<file path="src/rtl/aud_pwm_stream_pkg.sv">
// Shared types and helpers for the streaming audio PWM block.
// Holds the FSM state type, the midscale function and the underrun counter width.
package aud_pkg;

  typedef enum logic [1:0] {
    IDLE = 2'd0,
    LOAD = 2'd1,
    PLAY = 2'd2
  } state_t;

  localparam int UNDERRUN_CNT_W = 16;

  function automatic logic [31:0] midscale(input int w);
    return 32'd1 << (w - 1);
  endfunction

endpackage

</file>
<file path="src/rtl/aud_frame_fifo.sv">
// Frame FIFO: synchronous, power-of-two depth, read data shown at rd_ptr.
// Ports: clk, rst, wr_data/wr_en, rd_en/rd_data, full, empty, level.
module aud_frame_fifo #(
  parameter int W     = 16,
  parameter int DEPTH = 16,
  parameter int LW    = $clog2(DEPTH) + 1
) (
  input  logic          clk,
  input  logic          rst,
  input  logic [W-1:0]  wr_data,
  input  logic          wr_en,
  input  logic          rd_en,
  output logic [W-1:0]  rd_data,
  output logic          full,
  output logic          empty,
  output logic [LW-1:0] level
);

  localparam int AW = $clog2(DEPTH);

  logic [W-1:0]  mem [DEPTH];
  logic [AW-1:0] wr_ptr;
  logic [AW-1:0] rd_ptr;
  logic          push;
  logic          pop;

  assign full    = (level == LW'(DEPTH));
  assign empty   = (level == '0);
  assign push    = wr_en && !full;
  assign pop     = rd_en && !empty;
  assign rd_data = mem[rd_ptr];

  always_ff @(posedge clk) begin
    if (push) mem[wr_ptr] <= wr_data;
  end

  always_ff @(posedge clk) begin
    if (rst) begin
      wr_ptr <= '0;
      rd_ptr <= '0;
      level  <= '0;
    end else begin
      if (push) wr_ptr <= wr_ptr + 1'b1;
      if (pop)  rd_ptr <= rd_ptr + 1'b1;
      if (push && !pop)      level <= level + 1'b1;
      else if (pop && !push) level <= level - 1'b1;
    end
  end

endmodule

</file>
<file path="src/rtl/aud_pwm_stream.sv">
// Streaming multi-channel PWM audio output fed by a frame FIFO.
// Ports: clk, rst, start, s_data/s_valid/s_ready, aud_pwm, playing,
// underrun, fifo_level; underrun_cnt when AUD_PWM_STREAM_UNDERRUN_CNT_EN.
module aud_pwm_stream
  import aud_pkg::*;
#(
  parameter int DATA_WIDTH = 8,
  parameter int NUM_CH     = 2,
  parameter int FIFO_DEPTH = 16,
  parameter int PRESCALE   = 4
) (
  input  logic                           clk,
  input  logic                           rst,
  input  logic                           start,
  input  logic [NUM_CH*DATA_WIDTH-1:0]   s_data,
  input  logic                           s_valid,
  output logic                           s_ready,
  output logic [NUM_CH-1:0]              aud_pwm,
  output logic                           playing,
  output logic                           underrun,
  output logic [$clog2(FIFO_DEPTH):0]    fifo_level
`ifdef AUD_PWM_STREAM_UNDERRUN_CNT_EN
  ,
  output logic [UNDERRUN_CNT_W-1:0]      underrun_cnt
`endif
);

  localparam int FW = NUM_CH * DATA_WIDTH;
  localparam int LW = $clog2(FIFO_DEPTH) + 1;
  localparam int PW = (PRESCALE > 1) ? $clog2(PRESCALE) : 1;
  localparam logic [DATA_WIDTH-1:0] MID =
    DATA_WIDTH'(midscale(DATA_WIDTH));

  state_t                state;
  logic [PW-1:0]         presc;
  logic [DATA_WIDTH-1:0] count;
  logic [DATA_WIDTH-1:0] duty [NUM_CH];
  logic [FW-1:0]         rd_data;
  logic                  full;
  logic                  empty;
  logic                  tick;
  logic                  wrap;
  logic                  pop;
  logic                  need_mid;

  aud_frame_fifo #(
    .W     (FW),
    .DEPTH (FIFO_DEPTH),
    .LW    (LW)
  ) u_fifo (
    .clk     (clk),
    .rst     (rst),
    .wr_data (s_data),
    .wr_en   (s_valid),
    .rd_en   (pop),
    .rd_data (rd_data),
    .full    (full),
    .empty   (empty),
    .level   (fifo_level)
  );

  assign s_ready  = !full;
  assign playing  = (state == PLAY);
  assign tick     = playing && (presc == PW'(PRESCALE - 1));
  assign wrap     = tick && (count == '1);
  // A stop request at the wrap suppresses both the pop and the underrun.
  assign pop      = (state == LOAD) || (wrap && start && !empty);
  assign need_mid = wrap && start && empty;

  always_ff @(posedge clk) begin
    if (rst) begin
      state    <= IDLE;
      presc    <= '0;
      count    <= '0;
      aud_pwm  <= '0;
      underrun <= 1'b0;
      for (int c = 0; c < NUM_CH; c++) duty[c] <= '0;
    end else begin
      underrun <= need_mid;
      for (int c = 0; c < NUM_CH; c++) begin
        aud_pwm[c] <= playing && (count < duty[c]);
        if (pop)
          duty[c] <= rd_data[c*DATA_WIDTH +: DATA_WIDTH];
        else if (need_mid)
          duty[c] <= MID;
      end
      unique case (state)
        IDLE: begin
          presc <= '0;
          count <= '0;
          if (start && (fifo_level != '0)) state <= LOAD;
        end
        LOAD: begin
          presc <= '0;
          count <= '0;
          state <= PLAY;
        end
        PLAY: begin
          if (tick) begin
            presc <= '0;
            count <= count + 1'b1;
            if (wrap && !start) state <= IDLE;
          end else begin
            presc <= presc + 1'b1;
          end
        end
        default: state <= IDLE;
      endcase
    end
  end

`ifdef AUD_PWM_STREAM_UNDERRUN_CNT_EN
  always_ff @(posedge clk) begin
    if (rst)
      underrun_cnt <= '0;
    else if (need_mid && (underrun_cnt != '1))
      underrun_cnt <= underrun_cnt + 1'b1;
  end
`else
  // No underrun statistics in this build.
`endif

endmodule

</file>
<file path="config.mk">
export PLATFORM = sky130hd
export DESIGN_NAME = aud_pwm_stream
export DESIGN_NICKNAME = d
export VERILOG_FILES = /design/src/rtl/aud_pwm_stream_pkg.sv /design/src/rtl/aud_frame_fifo.sv /design/src/rtl/aud_pwm_stream.sv
export SDC_FILE = /design/constraint.sdc
export NUM_CORES = 1
export LEC_CHECK = 0
export ABC_AREA = 1
export CAP_MARGIN = 20
export CELL_PAD_IN_SITES_DETAIL_PLACEMENT = 0
export CELL_PAD_IN_SITES_GLOBAL_PLACEMENT = 2
export CORE_ASPECT_RATIO = 1.25
export CORE_MARGIN = 5
export CORE_UTILIZATION = 38
export DETAILED_ROUTE_END_ITERATION = 8
export PLACE_DENSITY = 0.85
export SYNTH_ARGS = -nofsm -noshare
export SYNTH_HDL_FRONTEND = slang
export SYNTH_HIERARCHICAL = 1
export SYNTH_SLANG_ARGS = --single-unit
export TNS_END_PERCENT = 20
</file>
<file path="constraint.sdc">
create_clock -name clk -period 3.4 [get_ports clk]
set_input_delay 0.34 -clock clk [delete_from_list [all_inputs] [get_ports clk]]
set_output_delay 0.34 -clock clk [all_outputs]
set_load 0.1 [all_outputs]
</file>
==> results.rst <==
.. list-table::
   :header-rows: 1

   * - Metric
     - Value
   * - Metal1 wirelength
     - between 10,000 and 15,000 um
   * - Detailed router's first-iteration violation count
     - between 600 and 700
   * - Worst-path cell with the longest stage delay
     - sky130_fd_sc_hd__dfxtp_1
   * - Pwr/cell area
     - around 650 nW/um^2
   * - Critical path buffer and inverter count
     - 2
   * - Remaining antenna violation count
     - 0
   * - Antenna diode count
     - 0
   * - Vias in the first global route
     - ~9,100
   * - Biggest area contributors in the synthesized netlist
     - sky130_fd_sc_hd__edfxtp_1 (58%), sky130_fd_sc_hd__nand2_1 (11%), sky130_fd_sc_hd__nand3_1 (8.2%), sky130_fd_sc_hd__inv_1 (7.0%), sky130_fd_sc_hd__dfxtp_1 (5.9%)
   * - Number of warnings issued by yosys
     - 6
   * - Die W
     - approximately 180 um
   * - CTS hold repair buffers
     - 0
   * - Delay contributed by the slowest stage of the critical path
     - 0.41 ns
   * - Clock root buffer
     - sky130_fd_sc_hd__clkbuf_16
   * - IO buf count
     - 29
   * - Final-layout fill cell count
     - 3,428
   * - Final-layout worst hold slack
     - between 0.4 and 0.5 ns
   * - TritonCTS clock tree
     - done
   * - Initial standard-cell utilization of the core
     - 0.3839
   * - Flop and latch count out of synthesis
     - 304
   * - DIE HEIGHT
     - 221.3 um
   * - Routed vias
     - approximately 9,100
   * - Largest fanout on the critical path
     - 5
   * - Maximum number of pins on one net before global-route repair
     - between 100 and 150
   * - Dominant cell type by area after synthesis
     - sky130_fd_sc_hd__edfxtp_1
   * - Tcrit/Tclk final
     - 0.8179
   * - Standard-cell rows
     - 77
   * - Proportion of layout cells with a drive suffix above 1
     - 0.07453
   * - Fin nets
     - ~1,500
   * - Path type of the worst setup path
     - register to register
   * - Most common cell after layout, fill and taps aside
     - sky130_fd_sc_hd__nand2_1
   * - Worst Tran Pin Value
     - roughly 1.0 ns
   * - Proportion of synthesized chip area in sequential cells
     - 0.6429
   * - Launch point of the worst reg-to-reg path
     - count[1]
   * - Remaining max-slew budget at the tightest pin
     - 0.3342
   * - Crit-path cells
     - ha_1, nand3_1, nor2_4, nand4_4, nand2_2, nand2_1, ha_1, inv_1, ha_1, or2_2, nand3_1, nand2_1, o21ai_0, inv_1
   * - Max-cap viol count
     - 0
   * - Remaining routing DRC violations
     - 0
   * - Number of nets in the synthesized netlist
     - 1,431
   * - Critical path startpoint category
     - register
   * - Element type at the critical path end
     - register
   * - Wire length per cell
     - around 18 um
   * - CTS Buffer Depth
     - 3
   * - Worst-path clk slew
     - around 0.060 ns
   * - Family of cells with the greatest summed delay on the critical path
     - simple AND/OR/NAND/NOR gates
   * - CTS sink count
     - slightly above 300
   * - I/O pin cnt
     - 30
   * - Cells resized by post-CTS repair
     - 0
   * - F_max
     - between 300 and 400 MHz
   * - Hold path startpoint
     - duty[1][1]
   * - Peak supply drop
     - 0.2894 mV
   * - Sum of overflow across all layers after global routing
     - 0
   * - Highest routed metal layer
     - met4
   * - RSZ-0062 raised after global routing
     - false
   * - Synth Area per Inst
     - approximately 9.8 um^2
   * - Class of the tightest hold or removal check
     - register to register
   * - Number of antenna violations at the first check in global routing
     - 0
   * - Cell variety after synth
     - 31
   * - Most numerous cell on the critical path
     - sky130_fd_sc_hd__ha_1
   * - Proportion of netlist area held by the largest area contributor
     - 0.5840
   * - Wire length on met2
     - 17,250 um
   * - Post-CTS setup-driven buffer insertion count
     - 0
   * - Count of endpoints failing setup in the final report
     - 0
   * - Leakage component of the power
     - 6.553 nW
   * - Average vias per placed instance
     - about 4.7
   * - CTS buffer count
     - 34
   * - Total Die Area
     - 39,630 um^2
   * - Synth-to-layout area growth
     - 13.69%
   * - Global placement routability congestion
     - 0.8519
   * - Skew final
     - between 0.015 and 0.02 ns
   * - DRT Wirelength
     - between 30,000 and 40,000 um
   * - Total met3 wirelength after detailed routing
     - about 1300 um
   * - Global-route total usage across every layer
     - 0.1723
   * - Total negative setup slack
     - 0 ns
   * - Area of the mapped netlist
     - 13,580 um^2
   * - Final critical path time including I/O delays and setup
     - approximately 2.8 ns
   * - Required time of the worst setup path
     - 3.80 ns
   * - Origin of the worst setup path
     - count[1]
   * - Placeable core region
     - ~35,000 um^2
   * - Post-Syn Instances
     - 1,385
   * - Crit path DAT
     - 3.18 ns
   * - Clock latency on the worst-skew pair
     - about 0.52 ns
   * - First-pass iteration count of the detailed router
     - 5
   * - First-pass GRT wire length
     - between 50,000 and 60,000 um
   * - Pins over their slew limit
     - 0
   * - Final Hold Viols
     - 0
   * - Leading cell types in the layout, fill and taps excluded
     - sky130_fd_sc_hd__nand2_1 (399), sky130_fd_sc_hd__edfxtp_1 (264), sky130_fd_sc_hd__inv_1 (254)
   * - Number of H-tree levels
     - 2
   * - Result of the run
     - finished clean
   * - Hpwl dp
     - 21,630 um
## flip-flops by register name (all words and copies together) (netlist names), named ones only
register,flops
state,2
count,8
u_fifo/level,5
duty,16
u_fifo/wr_ptr,4
underrun,1
u_fifo/rd_ptr,4
aud_pwm,2
u_fifo/mem,256
presc,2
## report_power, final
| part | switching [mW] | total, mW | internal (mW) |
|---|---|---|---|
| registers | 0.105 | 4.35 | 4.25 |
| clock network | 1.46 | 3.35 | 1.88 |
| logic | 1.72 | 2.38 | 0.659 |
| total | 3.29 | 10.1 | 6.79 |
## synth_stat cells (all sizes together)
| cell type | instances |
|---|---|
| a211oi | 4 |
| a21oi | 19 |
| a31oi | 2 |
| and3 | 1 |
| buf | 48 |
| clkbuf | 6 |
| dfxtp | 40 |
| edfxtp | 264 |
| fa | 1 |
| ha | 25 |
| inv | 257 |
| nand2 | 401 |
| nand3 | 225 |
| nand4 | 2 |
| nor2 | 64 |
| nor3 | 2 |
| nor4 | 1 |
| o21ai | 16 |
| o41ai | 1 |
| or2 | 2 |
| xor2 | 4 |
## final timing paths
kind / slack [ns] / depth (start not counted) / to
setup / recovery: 0.62 / 14 / u_fifo/level[4]
hold / removal: 0.44 / 2 / duty[1][1]
setup reg to reg: 0.62 / 14 / u_fifo/level[4]
hold reg to reg: 0.44 / 2 / duty[1][1]
## final cells by class
type | instances | area, um^2 | area share
well taps | 474 | 593.1 | 0.03843
multi-input cells | 770 | 3601 | 0.2333
clock inverters | 15 | 97.59 | 0.006323
repair buffers | 58 | 540.5 | 0.03502
inverters | 257 | 965.9 | 0.06259
flip-flops and latches | 304 | 8733 | 0.5659
clock buffers | 45 | 902.1 | 0.05845
## worst reg2reg max path, cell delays in order (launching register included)
cell	delay [ns]
sky130_fd_sc_hd__dfxtp_1	0.41
sky130_fd_sc_hd__ha_1	0.21
sky130_fd_sc_hd__nand3_1	0.20
sky130_fd_sc_hd__nor2_4	0.23
sky130_fd_sc_hd__nand4_4	0.11
sky130_fd_sc_hd__nand2_2	0.08
sky130_fd_sc_hd__nand2_1	0.11
sky130_fd_sc_hd__ha_1	0.24
sky130_fd_sc_hd__inv_1	0.16
sky130_fd_sc_hd__ha_1	0.28
sky130_fd_sc_hd__or2_2	0.31
sky130_fd_sc_hd__nand3_1	0.08
sky130_fd_sc_hd__nand2_1	0.05
sky130_fd_sc_hd__o21ai_0	0.15
sky130_fd_sc_hd__inv_1	0.05
## per-layer routing
layer  up-vias  GRT usage
met5         -          0
met4         0    0.06985
met3        76    0.02492
met2       190     0.2999
met1      4297     0.2130
li1       4546          -
## cells by family (layout without fill, tap and decap cells)
logic type | Yosys count | in the layout | synth area share
adder cells (fa/ha/maj) | 26 | 26 | 0.02452
flip-flops | 304 | 304 | 0.6429
buffers and inverters | 311 | 375 | 0.09475
AND/OR/NAND/NOR | 698 | 698 | 0.2185
AO/OA/AOI/OAI | 42 | 42 | 0.01668
XOR/XNOR | 4 | 4 | 0.002580
## metrics by stage
step	utilization	instances	setup slack (ns)	area, um^2	total power, mW
2_1_floorplan	-	1385	0.09565	13580	6.072
3_3_place_gp	0.4082	1863	0.4929	14430	6.832
3_5_place_dp	0.4082	1863	0.5686	14430	6.835
4_1_cts	0.4365	1923	0.6173	15430	10.20
5_1_grt	0.4365	1923	0.3612	15430	10.60
6_report	0.4365	1923	0.6190	15430	10.08
(Power assumes the default switching activity.)
